## config.mk

```make
export PLATFORM = sky130hd
export DESIGN_NAME = neurosync_round_sequencer_flat
export DESIGN_NICKNAME = d
export VERILOG_FILES = /design/src/rtl/neurosync_round_sequencer_if.sv /design/src/rtl/neurosync_round_sequencer.sv /design/src/flat_wrapper.sv
export SDC_FILE = /design/constraint.sdc
export NUM_CORES = 1
export LEC_CHECK = 0
export ABC_AREA = 1
export BUFFER_PORTS_ARGS = -buffer_cell sky130_fd_sc_hd__buf_2
export CAP_MARGIN = 20
export CELL_PAD_IN_SITES_DETAIL_PLACEMENT = 0
export CELL_PAD_IN_SITES_GLOBAL_PLACEMENT = 1
export CORE_ASPECT_RATIO = 0.7
export CORE_MARGIN = 1.5
export CORE_UTILIZATION = 32
export DETAILED_ROUTE_END_ITERATION = 6
export HOLD_SLACK_MARGIN = 0.08
export PLACE_DENSITY_LB_ADDON = 0.08
export SYNTH_ARGS = -nofsm -noshare
export SYNTH_HDL_FRONTEND = slang
export SYNTH_SLANG_ARGS = --single-unit
```

## constraint.sdc

```tcl
create_clock -name clock -period 1.5 [get_ports clock]
set_input_delay 0 -clock clock [delete_from_list [all_inputs] [get_ports clock]]
set_output_delay 0 -clock clock [all_outputs]
set_load 0.02 [all_outputs]
```

## src/rtl/neurosync_round_sequencer_if.sv

```systemverilog
// Question ROM bus between the round sequencer (master) and the synchronous
// question ROM (slave); read data is valid one cycle after the address.
interface neurosync_round_sequencer_if #(
  parameter int ADDR_W = 5,
  parameter int W      = 60
);
  logic [ADDR_W-1:0] mem_addr;
  logic [W-1:0]      mem_data;

  modport master (output mem_addr, input mem_data);
  modport slave  (input mem_addr, output mem_data);
endinterface

```

## src/rtl/neurosync_round_sequencer.sv

```systemverilog
// NeuroSync round sequencer: walks one question bank from the ROM, times each
// answer, and keeps score/lives until the game is won or lost.
module neurosync_round_sequencer #(
  parameter int N_MODES     = 4,
  parameter int N_PERGUNTAS = 8,
  parameter int VIDAS       = 3,
  parameter int TIMEOUT     = 500_000_000,
  parameter int MEDIDA_W    = 12,
  parameter int EXP_W       = 28,
  localparam int W       = 8 + 2*MEDIDA_W + EXP_W,
  localparam int ADDR_W  = $clog2(N_MODES*N_PERGUNTAS),
  localparam int MODE_W  = (N_MODES > 1) ? $clog2(N_MODES) : 1,
  localparam int SCORE_W = $clog2(N_PERGUNTAS+1),
  localparam int VIDAS_W = $clog2(VIDAS+1)
) (
  input  logic                clock,
  input  logic                reset,
  input  logic                iniciar,
  input  logic [MODE_W-1:0]   modo,
  neurosync_round_sequencer_if.master rom,
  input  logic                pronto_resp,
  input  logic                acertou,
  output logic [1:0]          opcode,
  output logic [3:0]          leds,
  output logic [1:0]          pos_inicial,
  output logic [MEDIDA_W-1:0] lim_inf,
  output logic [MEDIDA_W-1:0] lim_sup,
  output logic [EXP_W-1:0]    expected,
  output logic                set_pos,
  output logic                jogando,
  output logic                timeout,
  output logic [SCORE_W-1:0]  score,
  output logic [VIDAS_W-1:0]  vidas,
  output logic                venceu,
  output logic                perdeu,
  output logic [3:0]          db_estado
);
  localparam int IDX_W   = $clog2(N_PERGUNTAS);
  localparam int TIMER_W = $clog2(TIMEOUT);

  typedef enum logic [3:0] {
    OCIOSO    = 4'd0,
    CARREGA   = 4'd1,
    LE        = 4'd2,
    POSICIONA = 4'd3,
    ESPERA    = 4'd4,
    AVALIA    = 4'd5,
    VENCEU    = 4'd6,
    PERDEU    = 4'd7
  } state_t;

  state_t              state_reg, state_next;
  logic [IDX_W-1:0]    idx_reg, idx_next;
  logic [MODE_W-1:0]   modo_reg, modo_next;
  logic [W-1:0]        word_reg, word_next;
  logic [TIMER_W-1:0]  timer_reg, timer_next;
  logic                hit_reg, hit_next;
  logic [SCORE_W-1:0]  score_reg, score_next;
  logic [VIDAS_W-1:0]  vidas_reg, vidas_next;
  logic                modo_valid;

  // With a power-of-two bank count every modo encoding names a real bank.
  generate
    if (N_MODES == (2**MODE_W)) begin : g_modo_full
      assign modo_valid = 1'b1;
    end else begin : g_modo_range
      assign modo_valid = (modo < MODE_W'(N_MODES));
    end
  endgenerate

  always_ff @(posedge clock) begin
    if (reset) begin
      state_reg <= OCIOSO;
      idx_reg   <= '0;
      modo_reg  <= '0;
      word_reg  <= '0;
      timer_reg <= '0;
      hit_reg   <= 1'b0;
      score_reg <= '0;
      vidas_reg <= VIDAS_W'(VIDAS);
    end else begin
      state_reg <= state_next;
      idx_reg   <= idx_next;
      modo_reg  <= modo_next;
      word_reg  <= word_next;
      timer_reg <= timer_next;
      hit_reg   <= hit_next;
      score_reg <= score_next;
      vidas_reg <= vidas_next;
    end
  end

  always_comb begin
    state_next = state_reg;
    idx_next   = idx_reg;
    modo_next  = modo_reg;
    word_next  = word_reg;
    timer_next = timer_reg;
    hit_next   = hit_reg;
    score_next = score_reg;
    vidas_next = vidas_reg;
    set_pos    = 1'b0;
    jogando    = 1'b0;
    timeout    = 1'b0;
    case (state_reg)
      OCIOSO, VENCEU, PERDEU: begin
        if (iniciar) begin
          idx_next   = '0;
          score_next = '0;
          vidas_next = VIDAS_W'(VIDAS);
          modo_next  = modo_valid ? modo : '0;
          state_next = CARREGA;
        end
      end
      CARREGA: state_next = LE;
      LE: begin
        word_next  = rom.mem_data;
        state_next = POSICIONA;
      end
      POSICIONA: begin
        set_pos    = 1'b1;
        timer_next = '0;
        state_next = ESPERA;
      end
      ESPERA: begin
        jogando    = 1'b1;
        timer_next = timer_reg + TIMER_W'(1);
        // A verdict arriving on the expiry cycle beats the timeout.
        if (pronto_resp) begin
          hit_next   = acertou;
          state_next = AVALIA;
        end else if (timer_reg == TIMER_W'(TIMEOUT-1)) begin
          timeout    = 1'b1;
          hit_next   = 1'b0;
          state_next = AVALIA;
        end
      end
      AVALIA: begin
        if (hit_reg) begin
          if (score_reg != SCORE_W'(N_PERGUNTAS)) score_next = score_reg + SCORE_W'(1);
        end else if (vidas_reg != '0) begin
          vidas_next = vidas_reg - VIDAS_W'(1);
        end
        if (vidas_next == '0) begin
          state_next = PERDEU;
        end else if (idx_reg == IDX_W'(N_PERGUNTAS-1)) begin
          state_next = VENCEU;
        end else begin
          idx_next   = idx_reg + IDX_W'(1);
          state_next = CARREGA;
        end
      end
      default: state_next = OCIOSO;
    endcase
  end

  assign rom.mem_addr = ADDR_W'(int'(modo_reg) * N_PERGUNTAS + int'(idx_reg));

  assign opcode      = word_reg[W-1 -: 2];
  assign leds        = word_reg[W-3 -: 4];
  assign pos_inicial = word_reg[W-7 -: 2];
  assign lim_inf     = word_reg[W-9 -: MEDIDA_W];
  assign lim_sup     = word_reg[W-9-MEDIDA_W -: MEDIDA_W];
  assign expected    = word_reg[EXP_W-1:0];

  assign score     = score_reg;
  assign vidas     = vidas_reg;
  assign venceu    = (state_reg == VENCEU);
  assign perdeu    = (state_reg == PERDEU);
  assign db_estado = state_reg;
endmodule
```

## src/flat_wrapper.sv

```systemverilog
// flat-port wrapper written by rule: the top's interface ports become plain ports
module neurosync_round_sequencer_flat 
#(
  parameter int N_MODES     = 4,
  parameter int N_PERGUNTAS = 8,
  parameter int VIDAS       = 3,
  parameter int TIMEOUT     = 500_000_000,
  parameter int MEDIDA_W    = 12,
  parameter int EXP_W       = 28,
  localparam int W       = 8 + 2*MEDIDA_W + EXP_W,
  localparam int ADDR_W  = $clog2(N_MODES*N_PERGUNTAS),
  localparam int MODE_W  = (N_MODES > 1) ? $clog2(N_MODES) : 1,
  localparam int SCORE_W = $clog2(N_PERGUNTAS+1),
  localparam int VIDAS_W = $clog2(VIDAS+1)
)
  (clock, reset, iniciar, modo, pronto_resp, acertou, opcode, leds, pos_inicial, lim_inf, lim_sup, expected, set_pos, jogando, timeout, score, vidas, venceu, perdeu, db_estado, rom_mem_addr, rom_mem_data);
  neurosync_round_sequencer_if rom_i ();
  input  logic clock;
  input  logic reset;
  input  logic iniciar;
  input  logic [MODE_W-1:0] modo;
  input  logic pronto_resp;
  input  logic acertou;
  output logic [1:0] opcode;
  output logic [3:0] leds;
  output logic [1:0] pos_inicial;
  output logic [MEDIDA_W-1:0] lim_inf;
  output logic [MEDIDA_W-1:0] lim_sup;
  output logic [EXP_W-1:0] expected;
  output logic set_pos;
  output logic jogando;
  output logic timeout;
  output logic [SCORE_W-1:0] score;
  output logic [VIDAS_W-1:0] vidas;
  output logic venceu;
  output logic perdeu;
  output logic [3:0] db_estado;
  output wire logic [$bits(rom_i.mem_addr)-1:0] rom_mem_addr;
  input wire logic [$bits(rom_i.mem_data)-1:0] rom_mem_data;
  assign rom_mem_addr = rom_i.mem_addr;
  assign rom_i.mem_data = rom_mem_data;
  neurosync_round_sequencer #(.N_MODES(N_MODES), .N_PERGUNTAS(N_PERGUNTAS), .VIDAS(VIDAS), .TIMEOUT(TIMEOUT), .MEDIDA_W(MEDIDA_W), .EXP_W(EXP_W)) u_core (.clock(clock), .reset(reset), .iniciar(iniciar), .modo(modo), .rom(rom_i), .pronto_resp(pronto_resp), .acertou(acertou), .opcode(opcode), .leds(leds), .pos_inicial(pos_inicial), .lim_inf(lim_inf), .lim_sup(lim_sup), .expected(expected), .set_pos(set_pos), .jogando(jogando), .timeout(timeout), .score(score), .vidas(vidas), .venceu(venceu), .perdeu(perdeu), .db_estado(db_estado));
endmodule
```

# Word level (Yosys, flattened, before mapping)
# Cells that the tools add are included.
[totals] output_inout_bits=80 input_bits=67 register_bits=105 elab_cells=69
[classes] n_addsub=5 mux=27 n_eq_ne=16 n_reduce_logical=13
[op_table] operator="case mux 29 bit (2 select lines)" count=1
[op_table] operator="adder 29 x 1 -> 29 bit, second input constant" count=1
[op_table] operator="== test 29 bit, second input constant" count=1
[op_table] operator="2-to-1 mux 4 bit" count=7
[op_table] operator="case mux 4 bit (6 select lines)" count=1
[op_table] operator="== test 4 x 3 -> 1 bit, second input constant" count=4
[op_table] operator="2-to-1 mux 3 bit" count=4
[op_table] operator="== test 4 x 2 -> 1 bit, second input constant" count=2
[op_table] operator="2-to-1 mux 2 bit" count=4
[op_table] operator="case mux 4 bit (2 select lines)" count=1
[op_table] operator="AND reduction 2 bit" count=4
[op_table] operator="AND reduction 4 bit" count=2
[op_table] operator="nonzero test 2 bit" count=4
[op_table] operator="2-to-1 mux 1 bit" count=7
[op_table] operator="!= test 2 bit, second input constant" count=3
[op_table] operator="case mux 3 bit (2 select lines)" count=1
[op_table] operator="adder 5 x 3 -> 5 bit" count=1
[op_table] operator="adder 4 x 1 -> 4 bit, second input constant" count=1
[op_table] operator="== test 4 x 1 -> 1 bit, second input constant" count=1
[op_table] operator="zero test 4 bit" count=1
[op_table] operator="!= test 2 x 1 -> 1 bit, second input constant" count=2
[op_table] operator="!= test 4 bit, second input constant" count=1
[op_table] operator="case mux 2 bit (2 select lines)" count=1
[op_table] operator="adder 3 x 1 -> 3 bit, second input constant" count=1
[op_table] operator="5 further kinds" count=5

# Longest topological paths before layout
# Gate-level depths: netlist of run 1.
[depth] depth_word=7 ltp_mapped=10 ltp_nobuf=10

# Least setup slack after synthesis of run 1
# Ideal clock, no wire load.
[synth_path] kind="register to register" startpoint="register u_core.idx_reg[0]" endpoint="register u_core.idx_reg[2]" path_slack_ps=-70 synth_period_minus_slack_ps=1570 stages_incl_launch_ff=8 t_arrival_ps=1437 path_buffers=0 setup_ps=132 required_time_ps=1368 cell_sequence="dfxtp_1 > ha_1 > ha_1 > or2_2 > nor2_1 > nor2_2 > nand2_1 > a21oi_1"
[synth_between] elab_chain_cells=4 elab_cells_between_ends=7 classes_between="add/sub (1); eq/ne (2); mux (3); reduce/logical (1)"
[synth_lines] item="start, declared" line_no="neurosync_round_sequencer.sv:53" source="logic [IDX_W-1:0] idx_reg, idx_next;"
[synth_lines] item="start signal, assigned" line_no="neurosync_round_sequencer.sv:83" source="idx_reg <= idx_next;"
[synth_lines] item="adder 3 x 1 -> 3 bit" line_no="neurosync_round_sequencer.sv:149" source="idx_next = idx_reg + IDX_W'(1);"
[synth_lines] item="2-to-1 mux 3 bit" line_no="neurosync_round_sequencer.sv:146" source="end else if (idx_reg == IDX_W'(N_PERGUNTAS-1)) begin"
[synth_lines] item="2-to-1 mux 3 bit" line_no="neurosync_round_sequencer.sv:144" source="if (vidas_next == '0) begin"
[synth_lines] item="case mux 3 bit (2 select lines)" line_no="neurosync_round_sequencer.sv:105" source="case (state_reg)"
# Several ways; a longest one is shown, not always the timed one. The select of a mux whose other input is x is not followed.
# A chain may end at the register's enable or synchronous reset.

# Worst setup path in the final report of run 1
[layout_path] startpoint="register u_core.timer_reg[4]" endpoint="output port timeout"
[layout_between] elab_chain_cells=4
[layout_lines] item="start, declared" line_no="neurosync_round_sequencer.sv:56" source="logic [TIMER_W-1:0] timer_reg, timer_next;"
[layout_lines] item="start signal, assigned" line_no="neurosync_round_sequencer.sv:86" source="timer_reg <= timer_next;"
[layout_lines] item="== test 29 bit" line_no="neurosync_round_sequencer.sv:132" source="end else if (timer_reg == TIMER_W'(TIMEOUT-1)) begin"
[layout_lines] item="2-to-1 mux 1 bit" line_no="neurosync_round_sequencer.sv:132"
[layout_lines] item="2-to-1 mux 1 bit" line_no="neurosync_round_sequencer.sv:129" source="if (pronto_resp) begin"
[layout_lines] item="2-to-1 mux 1 bit" line_no="neurosync_round_sequencer.sv:105"
[layout_lines] item="end, declared" line_no="flat_wrapper.sv:32" source="output logic timeout;"
# Every way passes these cells.

==> impl_metrics.csv, run 1 <==
group,metric,value,unit
outcome,status,"finished, violations left",
outcome,violations,"setup timing",
final_layout,area_growth,60.7,%
power,p_per_area,1480,nW/um^2
synth,ys_seq_area_frac,0.451,
grt,grt_usage,0.191,
sta,timing.final.ws_setup,-0.0772,ns
grt,grt-ovfl-total,0,
die,die_h,103,um
setup_path,cp.arrival,1.58,ns
setup_path,worstSetupPathType,"reg2out",
die,rows,36,
synth,synth_top_area_share,0.451,
final_layout,drive_above_1_share,0.354,
worst_hold_path,worstHoldPathCells,4,
placement,pre_cts_slack,-0.00987,ns
synth,synth_cells,659,
clock_tree,cts_tree,"yes",
grt,grt_pass1_vias,4713,
routing,ant_nets,0,
power,vdd_drop_max,981,uV
synth,synth_area_leaders,"dfxtp_1, nor2_1, nand2_1",
setup_path,endpoint_kind,"output port",
sta,fin_crit_sh,1.05,
final_layout,largest_reg_flops,60,
sta,skew,0.0100,ns
synth,synth-edff-count,0,
clock_tree,clk_pin_slew,0.08,ns
job,max_cap_violations,0,
synth,async_flop_share,0,
clock_tree,clockBufferDepth,2,
routing,vias,5215,
die,core,14000,sq um
synth,syn_area,4610,sq um
synth,syn-num-nets,731,
placement,gp_congestion,0.843,
synth,synth_area_leader_cell,"dfxtp_1",
placement,port_buffers,145,
synth,yosysUniqueCellTypes,36,
synth,synth_warnings,0,
grt,antenna_found_initial,0,
final_layout,nets,1005,
sta,rsz0062_at_grt,"yes",
setup_path,reg2reg_depth,9,
setup_path,critPathLaunchType,"flop",
routing,drc,0,
setup_path,required,1.50,ns
placement,place_hpwl,10200,um
final_layout,antennaDiodeCount,0,
clock_tree,htree_levels,3,
synth,ys.flop_type,"dfxtp_1",
grt,grt_max_degree,50,
synth,synth_seq_cells,104,
synth,syn_area_per_cell,7.00,sq um
routing,wl,15500,um
routing,vias_per_cell,4.62,
clock_tree,clk_latency,0.35,ns
routing,wl_per_cell,13.7,um
routing,dr.pass1.iters,4,
grt,grt_pass1_wl,23200,um
routing,drt_iter0_markers,257,
sta,finalCriticalPeriod,1.58,ns
sta,final_max_slew_viol_count,0,
sta,max_freq,634,MHz
clock_tree,cts_root_buf,"clkbuf_16",
clock_tree,cts_buffers,9,
sta,whs,0.409,ns
sta,setup_viol,1,
die,die_w,147,um
die,start_util,0.329,
clock_tree,cts.sinks,104,
setup_path,worstPathMaxFanout,3,
power,p_leak,3.51,nW
worst_hold_path,hp-class,"in2reg",
sta,timing_hold_violations_final,0,
die,io_pins,147,
die,die_area,15200,sq um
[cells by family after synthesis]
| family | synth area share |
|---|---|
| XOR/XNOR | 0.00190 |
| buffers and inverters | 0.0743 |
| flip-flops | 0.451 |
| AO/OA/AOI/OAI | 0.139 |
| AND/OR/NAND/NOR | 0.319 |
| adder cells (fa/ha/maj) | 0.0136 |
| other | 0.000813 |
[Yosys cell counts (2+ instances only)]
library cell and instances:
nand4_1 6, clkbuf_1 7, nor3_1 7, nor2_4 3, a211oi_1 3, o21ai_1 2
inv_1 47, nor4_1 2, nor2_1 175, nand3_1 29, nand2_1 105, nand2_2 6
ha_1 5, a22oi_1 3, inv_2 7, nor3_4 3, buf_2 13, o21ai_0 75
nor2_2 3, dfxtp_1 104, clkbuf_2 6, buf_4 2, a21oi_1 33
[area by class of cell]
type / count / area, sq um
clock buffer: 11 / 243
clock inverter: 5 / 87.6
fill: 1355 / 6590
inverter: 54 / 224
multi-input combinational: 472 / 2360
sequential: 104 / 2110
tap: 190 / 238
timing repair buffer: 292 / 2150
[routing by layer]
| metal | vias up | routed length, um | global-route usage |
|---|---|---|---|
| met5 | - | 0 | 0 |
| met4 | 0 | 103 | 0.0365 |
| met3 | 11 | 1040 | 0.0539 |
| met2 | 160 | 6720 | 0.291 |
| met1 | 2382 | 7650 | 0.271 |
| li1 | 2662 | - | - |
[timing repair]
action,4_1_cts,5_1_grt
hold buffers,66,0
endpoints found under the hold margin,65,0
cloned,0,3
resized for setup,31,57
buffers inserted,9,15
pin swaps,12,21
endpoints found under the setup margin,9,65
[through the flow]
stage,setup TNS [ns],cells,instance area (sq um),util,total power [W]
after floorplan,-0.0164,659,4630,-,0.00615
after global placement,0,1020,5920,0.423,0.00768
after detailed placement,-0.0125,1020,5920,0.423,0.00772
after CTS,-0.150,1110,7060,0.504,0.0106
after global routing,-0.753,1128,7410,0.529,0.0116
final,-0.0772,1128,7410,0.529,0.0110
[critical path, stage by stage, from the launching register on]
cell and delay [ns]:
dfxtp_1 0.36, nand2_2 0.11, nor2_4 0.16, nand2_2 0.09, nor2_2 0.13, nand2_2 0.07
nor3_2 0.14, buf_4 0.18
[power breakdown]
group / internal, W / leakage [nW] / switching (W)
Sequential: 0.00343 / 0.856 / 0.000343
Combinational: 0.00179 / 2.49 / 0.00279
Clock: 0.00153 / 0.158 / 0.00110
[placed cells by master (no fill, tap or decap), types with 3 or more instances in the layout]
| cell | synthesis | final |
|---|---|---|
| a211oi_1 | 3 | 3 |
| buf_12 | 0 | 5 |
| inv_2 | 7 | 9 |
| clkbuf_16 | 0 | 12 |
| a21oi_1 | 33 | 32 |
| a22oi_1 | 3 | 3 |
| nor3_1 | 7 | 4 |
| nand2_4 | 1 | 3 |
| o21ai_1 | 2 | 4 |
| buf_6 | 0 | 5 |
| nor2_1 | 175 | 155 |
| dfxtp_1 | 104 | 83 |
| nor2_4 | 3 | 8 |
| nor2_2 | 3 | 18 |
| nand3_1 | 29 | 27 |
| nor3_4 | 3 | 5 |
| nand4_1 | 6 | 6 |
| buf_4 | 2 | 68 |
| ha_1 | 5 | 4 |
| buf_2 | 13 | 144 |
| nand2_2 | 6 | 13 |
| nand2_1 | 105 | 96 |
| dfxtp_2 | 0 | 19 |
| o21ai_0 | 75 | 73 |
| inv_1 | 47 | 41 |
| dlygate4sd3_1 | 0 | 66 |
[path summary, 6_finish.rpt]
check                           slack [ns]                                 to                              from
worst max-delay path                 -0.08                            timeout  u_core.timer_reg[4]$_SDFFE_PP0P_
worst min-delay path                  0.41   u_core.word_reg[25]$_SDFFE_PP0P_                  rom_mem_data[25]
worst max register to register        0.03  u_core.timer_reg[13]$_SDFFE_PP0P_  u_core.timer_reg[0]$_SDFFE_PP0P_
worst min register to register        0.47   u_core.timer_reg[5]$_SDFFE_PP0P_  u_core.timer_reg[5]$_SDFFE_PP0P_
Note: power is estimated with default switching activity, not from simulation.
==> run 2, diff against run 1 <==
--- a/config.mk
+++ b/config.mk
@@ -12,10 +12,11 @@
 export CELL_PAD_IN_SITES_GLOBAL_PLACEMENT = 1
 export CORE_ASPECT_RATIO = 0.7
 export CORE_MARGIN = 1.5
-export CORE_UTILIZATION = 32
+export CORE_UTILIZATION = 38
 export DETAILED_ROUTE_END_ITERATION = 6
 export HOLD_SLACK_MARGIN = 0.08
-export PLACE_DENSITY_LB_ADDON = 0.08
+export PLACE_DENSITY_LB_ADDON = 0.1
+export SKIP_LAST_GASP = 1
 export SYNTH_ARGS = -nofsm -noshare
 export SYNTH_HDL_FRONTEND = slang
 export SYNTH_SLANG_ARGS = --single-unit
==> constraint.sdc (replaced) <==
create_clock -name clock -period 1.95 [get_ports clock]
set_input_delay 0 -clock clock [delete_from_list [all_inputs] [get_ports clock]]
set_output_delay 0 -clock clock [all_outputs]
set_load 0.02 [all_outputs]
==> run 2 against run 1 <==
Compared with the run above:
- the flow now finishes without violations
- combinational power fell by 38%
- sequential power fell by 22%
- die area fell by 15%
- setup slack improved by 0.16 ns
- non-clock buffer count fell by 69
- sequential share of layout area rose by 3.6 points
- largest cell class unchanged
- highest routed layer unchanged
==> impl_metrics.csv, run 2 (same netlist as run 1, synthesis figures left out) <==
group,metric,value,unit
setup_path,critPathLaunchType,"flop",
final_layout,largest_reg_flops,60,
setup_path,worstPathMaxFanout,4,
clock_tree,clk_pin_slew,0.08,ns
setup_path,cp_top_family,"simple AND/OR/NAND/NOR gates",
setup_path,crit_buf_inv,1,
clock_tree,cts_buffers,9,
final_layout,final_cell_mix,"nor2_1, buf_2, nand2_1, dfxtp_1, o21ai_0",
routing,vias,4983,
setup_path,cp.arrival,1.87,ns
setup_path,crit_chain,"ha_2 > nand2_1 > nor2_1 > nand2_2 > nor2_1 > nand2_1 > nor3_2 > buf_2",
grt,grt-ovfl-total,0,
job,max_cap_violations,0,
sta,finalCriticalPeriod,1.87,ns
sta,timing_hold_violations_final,0,
setup_path,required,1.95,ns
setup_path,crit_slowest_cell,"dfxtp_1",
power,p_per_area,1180,nW/um^2
routing,wl,13800,um
sta,tightest_slew,0.554,ns
routing,vias_per_cell,4.86,
routing,dr.pass1.iters,5,
final_layout,antennaDiodeCount,0,
routing,drc,0,
clock_tree,clockBufferDepth,2,
sta,maxSlewHeadroom,0.629,
clock_tree,htree_levels,3,
grt,grt_pass1_wl,22000,um
die,core,11800,sq um
sta,whs,0.408,ns
sta,skew,0.0107,ns
sta,fin_crit_sh,0.957,
routing,drt_iter0_markers,353,
grt,grt_max_degree,61,
die,die_h,95.2,um
clock_tree,postCtsSetupRepairBufs,0,
die,io_pins,147,
clock_tree,clk_latency,0.35,ns
clock_tree,cts_root_buf,"clkbuf_16",
power,p_leak,3.05,nW
routing,ant_nets,0,
setup_path,worstSetupPathType,"reg2out",
outcome,status,"complete, no violations",
placement,gp_congestion,0.832,
grt,grt_pass1_vias,4474,
placement,port_buffers,145,
worst_hold_path,hp-class,"in2reg",
routing,wl_per_cell,13.4,um
sta,setup_viol,0,
setup_path,cp_slowest_stage_delay,0.37,ns
die,die_w,135,um
sta,final_max_slew_viol_count,0,
sta,fin_setup_tns,0,ns
placement,place_inst,942,
final_layout,layout_commonest_cell,"nor2_1",
final_layout,finalNonFillerCells,1026,
final_layout,drive_above_1_share,0.231,
grt,grt_usage,0.216,
clock_tree,cts_tree,"yes",
grt,antenna_found_initial,0,
die,die_area,12800,sq um
power,vdd_drop_max,602,uV
clock_tree,cts.sinks,104,
sta,max_freq,536,MHz
sta,rsz0062_at_grt,"yes",
final_layout,nets,936,
setup_path,endpoint_kind,"output port",
die,rows,33,
final_layout,area_growth,40.7,%
placement,place_hpwl,9290,um
die,start_util,0.392,
-- run 2: cell types whose count changed in the layout (fill, tap and decap cells not counted), sizes merged --
cell         change
inv              +2
clkbuf           -4
bufinv           -1
dlygate4sd3      +2
buf             -68
clkinvlp         -1
clkinv           +1
-- run 2: routing by layer --
layer / global-route usage / part of all wire / vias up
met3: 0.0574 / 0.068 / 17
met5: 0 / 0 / -
met4: 0.0627 / 0.016 / 0
met2: 0.315 / 0.43 / 169
met1: 0.311 / 0.49 / 2269
li1: - / - / 2528
-- run 2: layout make-up --
type,instances,area (sq um)
Tap cell,157,196
Clock buffer,10,229
Fill cell,1101,5280
Clock inverter,6,75.1
Multi-Input combinational cell,472,2200
Inverter,54,203
Sequential cell,104,2080
Timing Repair Buffer,223,1510
-- run 2: worst reg2reg max path, delay by kind of cell (launching register included) --
| kind | cells | cell delay, ns |
|---|---|---|
| flops | 1 | 0.48 |
| compound gates | 1 | 0.17 |
| simple gates | 4 | 0.40 |
| buf+inv | 1 | 0.58 |
-- run 2: power by group --
part / internal [W] / leakage (nW) / switching [W]
Combinational: 0.000932 / 2.06 / 0.00193
Sequential: 0.00263 / 0.845 / 0.000299
Clock: 0.00102 / 0.145 / 0.000842
-- run 2: worst paths after layout --
| path | startpoint | end | slack [ns] | depth (start not counted) |
|---|---|---|---|---|
| setup / recovery | u_core.timer_reg[0]$_SDFFE_PP0P_ | timeout | 0.08 | 8 |
| hold / removal | rom_mem_data[6] | u_core.word_reg[6]$_SDFFE_PP0P_ | 0.41 | 4 |
| setup reg to reg | u_core.db_estado[1]$_SDFFE_PP0P_ | u_core.modo_reg[1]$_SDFFE_PP0P_ | 0.22 | 6 |
| hold reg to reg | u_core.modo_reg[1]$_SDFFE_PP0P_ | u_core.modo_reg[1]$_SDFFE_PP0P_ | 0.49 | 2 |
-- run 2: through the flow --
stage,total power (W),worst slack (ns),utilization,area [sq um]
2_1_floorplan,0.00473,0.380,-,4610
3_3_place_gp,0.00563,0.342,0.467,5500
3_5_place_dp,0.00568,0.289,0.467,5500
4_1_cts,0.00768,0.0233,0.551,6480
5_1_grt,0.00814,-0.0527,0.551,6490
6_report,0.00765,0.0837,0.551,6490
-- run 2: repair_timing --
action                     CTS  global route
setup endpoints to repair    0             3
hold buffers                68             0
gates resized for setup      0             3
hold endpoints to repair    74             0
==> run 3, diff against run 2 <==
--- a/config.mk
+++ b/config.mk
@@ -16,6 +16,7 @@
 export DETAILED_ROUTE_END_ITERATION = 6
 export HOLD_SLACK_MARGIN = 0.08
 export PLACE_DENSITY_LB_ADDON = 0.1
+export RECOVER_POWER = 100
 export SKIP_LAST_GASP = 1
 export SYNTH_ARGS = -nofsm -noshare
 export SYNTH_HDL_FRONTEND = slang
==> constraint.sdc (replaced) <==
create_clock -name clock -period 2.3 [get_ports clock]
set_input_delay 0 -clock clock [delete_from_list [all_inputs] [get_ports clock]]
set_output_delay 0 -clock clock [all_outputs]
set_load 0.02 [all_outputs]
==> run 3 against run 2 <==
Compared with the run above:
- critical path depth decreased by 4
- sequential share of layout area up 1.0 points
- critical endpoint is now jogando
- setup slack improved by 0.11 ns
- clock-buffer cell count stayed put
- highest routed layer unchanged
- core utilization fell by 1.7 points
- first-iteration DRC count down 12%
- clock skew decreased by 0.0011 ns
==> impl_metrics.csv, run 3 (same netlist as run 1, synthesis figures left out) <==
group,metric,value,unit
worst_hold_path,hp-class,"in2reg",
grt,grt_pass1_wl,21700,um
sta,final_max_slew_viol_count,0,
final_layout,antennaDiodeCount,0,
clock_tree,postCtsSetupRepairBufs,0,
sta,setup_viol,0,
grt,grt_max_degree,61,
power,p_comb_frac,0.349,
power,p_per_area,1010,nW/um^2
routing,vias,4926,
power,sw_frac_of_total,0.401,
setup_path,endpoint_kind,"output port",
final_layout,final_cell_mix,"nor2_1, nand2_1, dfxtp_1, clkbuf_1, o21ai_0",
power,p_leak,2.69,nW
sta,tightest_slew,0.684,ns
power,p_int,0.00380,W
sta,maxSlewHeadroom,0.544,
clock_tree,ctsResizeCount,0,
sta,fin_setup_tns,0,ns
routing,wl_per_cell,13.4,um
outcome,status,"complete, no violations",
clock_tree,htree_levels,3,
placement,place_area,5450,sq um
routing,vias_per_cell,4.83,
job,max_cap_violations,0,
placement,port_buffers,145,
sta,rsz0062_at_grt,"no",
die,io_pins,147,
final_layout,stdcell_area,6290,sq um
sta,fin_crit_sh,0.917,
setup_path,cp.arrival,2.11,ns
clock_tree,clk_pin_slew,0.07,ns
sta,whs,0.0958,ns
clock_tree,cts_root_buf,"clkbuf_16",
sta,max_freq,474,MHz
sta,finalCriticalPeriod,2.11,ns
power,seqPwrFrac,0.391,
final_layout,drive_above_1_share,0.121,
routing,dr.pass1.iters,5,
setup_path,r2r_slack,0.22,ns
routing,ant_nets,0,
clock_tree,clk_latency,0.34,ns
grt,antenna_found_initial,0,
die,core,11800,sq um
die,die_area,12800,sq um
die,start_util,0.392,
final_layout,largest_reg_flops,60,
setup_path,worstPathMaxFanout,21,
placement,place_hpwl,9150,um
sta,skew,0.00965,ns
final_layout,area_growth,36.3,%
setup_path,crit_chain,"nand3_4 > inv_2 > clkbuf_1 > clkbuf_2",
die,rows,33,
clock_tree,clockBufferDepth,2,
final_layout,layout_commonest_cell,"nor2_1",
routing,drc,0,
placement,gp_congestion,0.825,
die,die_w,135,um
setup_path,required,2.30,ns
grt,grt_usage,0.214,
grt,grt_pass1_vias,4530,
routing,wl,13700,um
setup_path,cp_slowest_stage_delay,0.55,ns
final_layout,utilization,0.534,
setup_path,worstSetupPathType,"reg2out",
final_layout,nets,930,
sta,timing_hold_violations_final,0,
clock_tree,cts.sinks,104,
grt,grt-ovfl-total,0,
power,vdd_drop_max,497,uV
setup_path,crit_slowest_cell,"dfxtp_1",
clock_tree,cts_tree,"yes",
routing,drt_iter0_markers,311,
clock_tree,cts_buffers,9,
die,die_h,95.2,um
setup_path,critPathLaunchType,"flop",
power,p_sw,0.00255,W
power,clkPwrFrac,0.260,
run 3: cell count changes in the layout (fill, tap and decap cells not counted), moves of 3 or more:
cell / previous run / this run
nand2_2: 6 / 2
buf_2: 145 / 66
buf_4: 8 / 2
nor2_1: 175 / 178
clkbuf_1: 1 / 80
nand2_1: 105 / 109
run 3: timing repair:
action                                  4_1_cts  5_1_grt
endpoints found under the setup margin        0        0
hold buffers                                 66        0
endpoints found under the hold margin        65        0
run 3: metal layers:
| metal | wire [um] | part of all wire | GRT usage |
|---|---|---|---|
| met1 | 6480 | 0.47 | 0.286 |
| met5 | 0 | 0 | 0 |
| met4 | 276 | 0.020 | 0.0735 |
| met2 | 5880 | 0.43 | 0.332 |
| met3 | 1050 | 0.077 | 0.0617 |
run 3: final cells by class:
cell class	count	area, sq um
fillers	1172	5480
multi-input cells	472	2140
flip-flops and latches	104	2080
repair buffers	217	1340
clock buffers	10	229
inverters	54	203
well taps	157	196
clock inverters	6	91.3
run 3: path summary, 6_finish.rpt:
check	startpoint	endpoint	cells past startpoint
hold / removal	reset	u_core.idx_reg[2]$_SDFFE_PP0P_	2
setup reg to reg	u_core.db_estado[1]$_SDFFE_PP0P_	u_core.word_reg[4]$_SDFFE_PP0P_	5
hold reg to reg	u_core.idx_reg[0]$_SDFFE_PP0P_	u_core.idx_reg[0]$_SDFFE_PP0P_	1
setup / recovery	u_core.db_estado[2]$_SDFFE_PP0P_	jogando	4
run 3: worst max-delay path: cells and delay by family (launching register included):
family | cells | cell delay, ns
buffers and inverters | 3 | 1.00
DFF | 1 | 0.55
and+or+nand+nor | 1 | 0.21
run 3: power by group through the flow:
stage	clock network [W]	registers, W	logic, W
final	0.00165	0.00248	0.00222
after global routing	0.00176	0.00254	0.00246
after CTS	0.00170	0.00247	0.00236
after detailed placement	0	0.00250	0.00227
after global placement	0	0.00249	0.00225
after floorplan	0	0.00299	0.00102
run 3: per-stage QoR:
stage          power (W)  cells  worst slack [ns]
2_1_floorplan    0.00401    659             0.730
3_3_place_gp     0.00473    938             0.615
3_5_place_dp     0.00476    938             0.577
4_1_cts          0.00653   1020             0.236
5_1_grt          0.00676   1020            0.0550
6_report         0.00635   1020             0.191
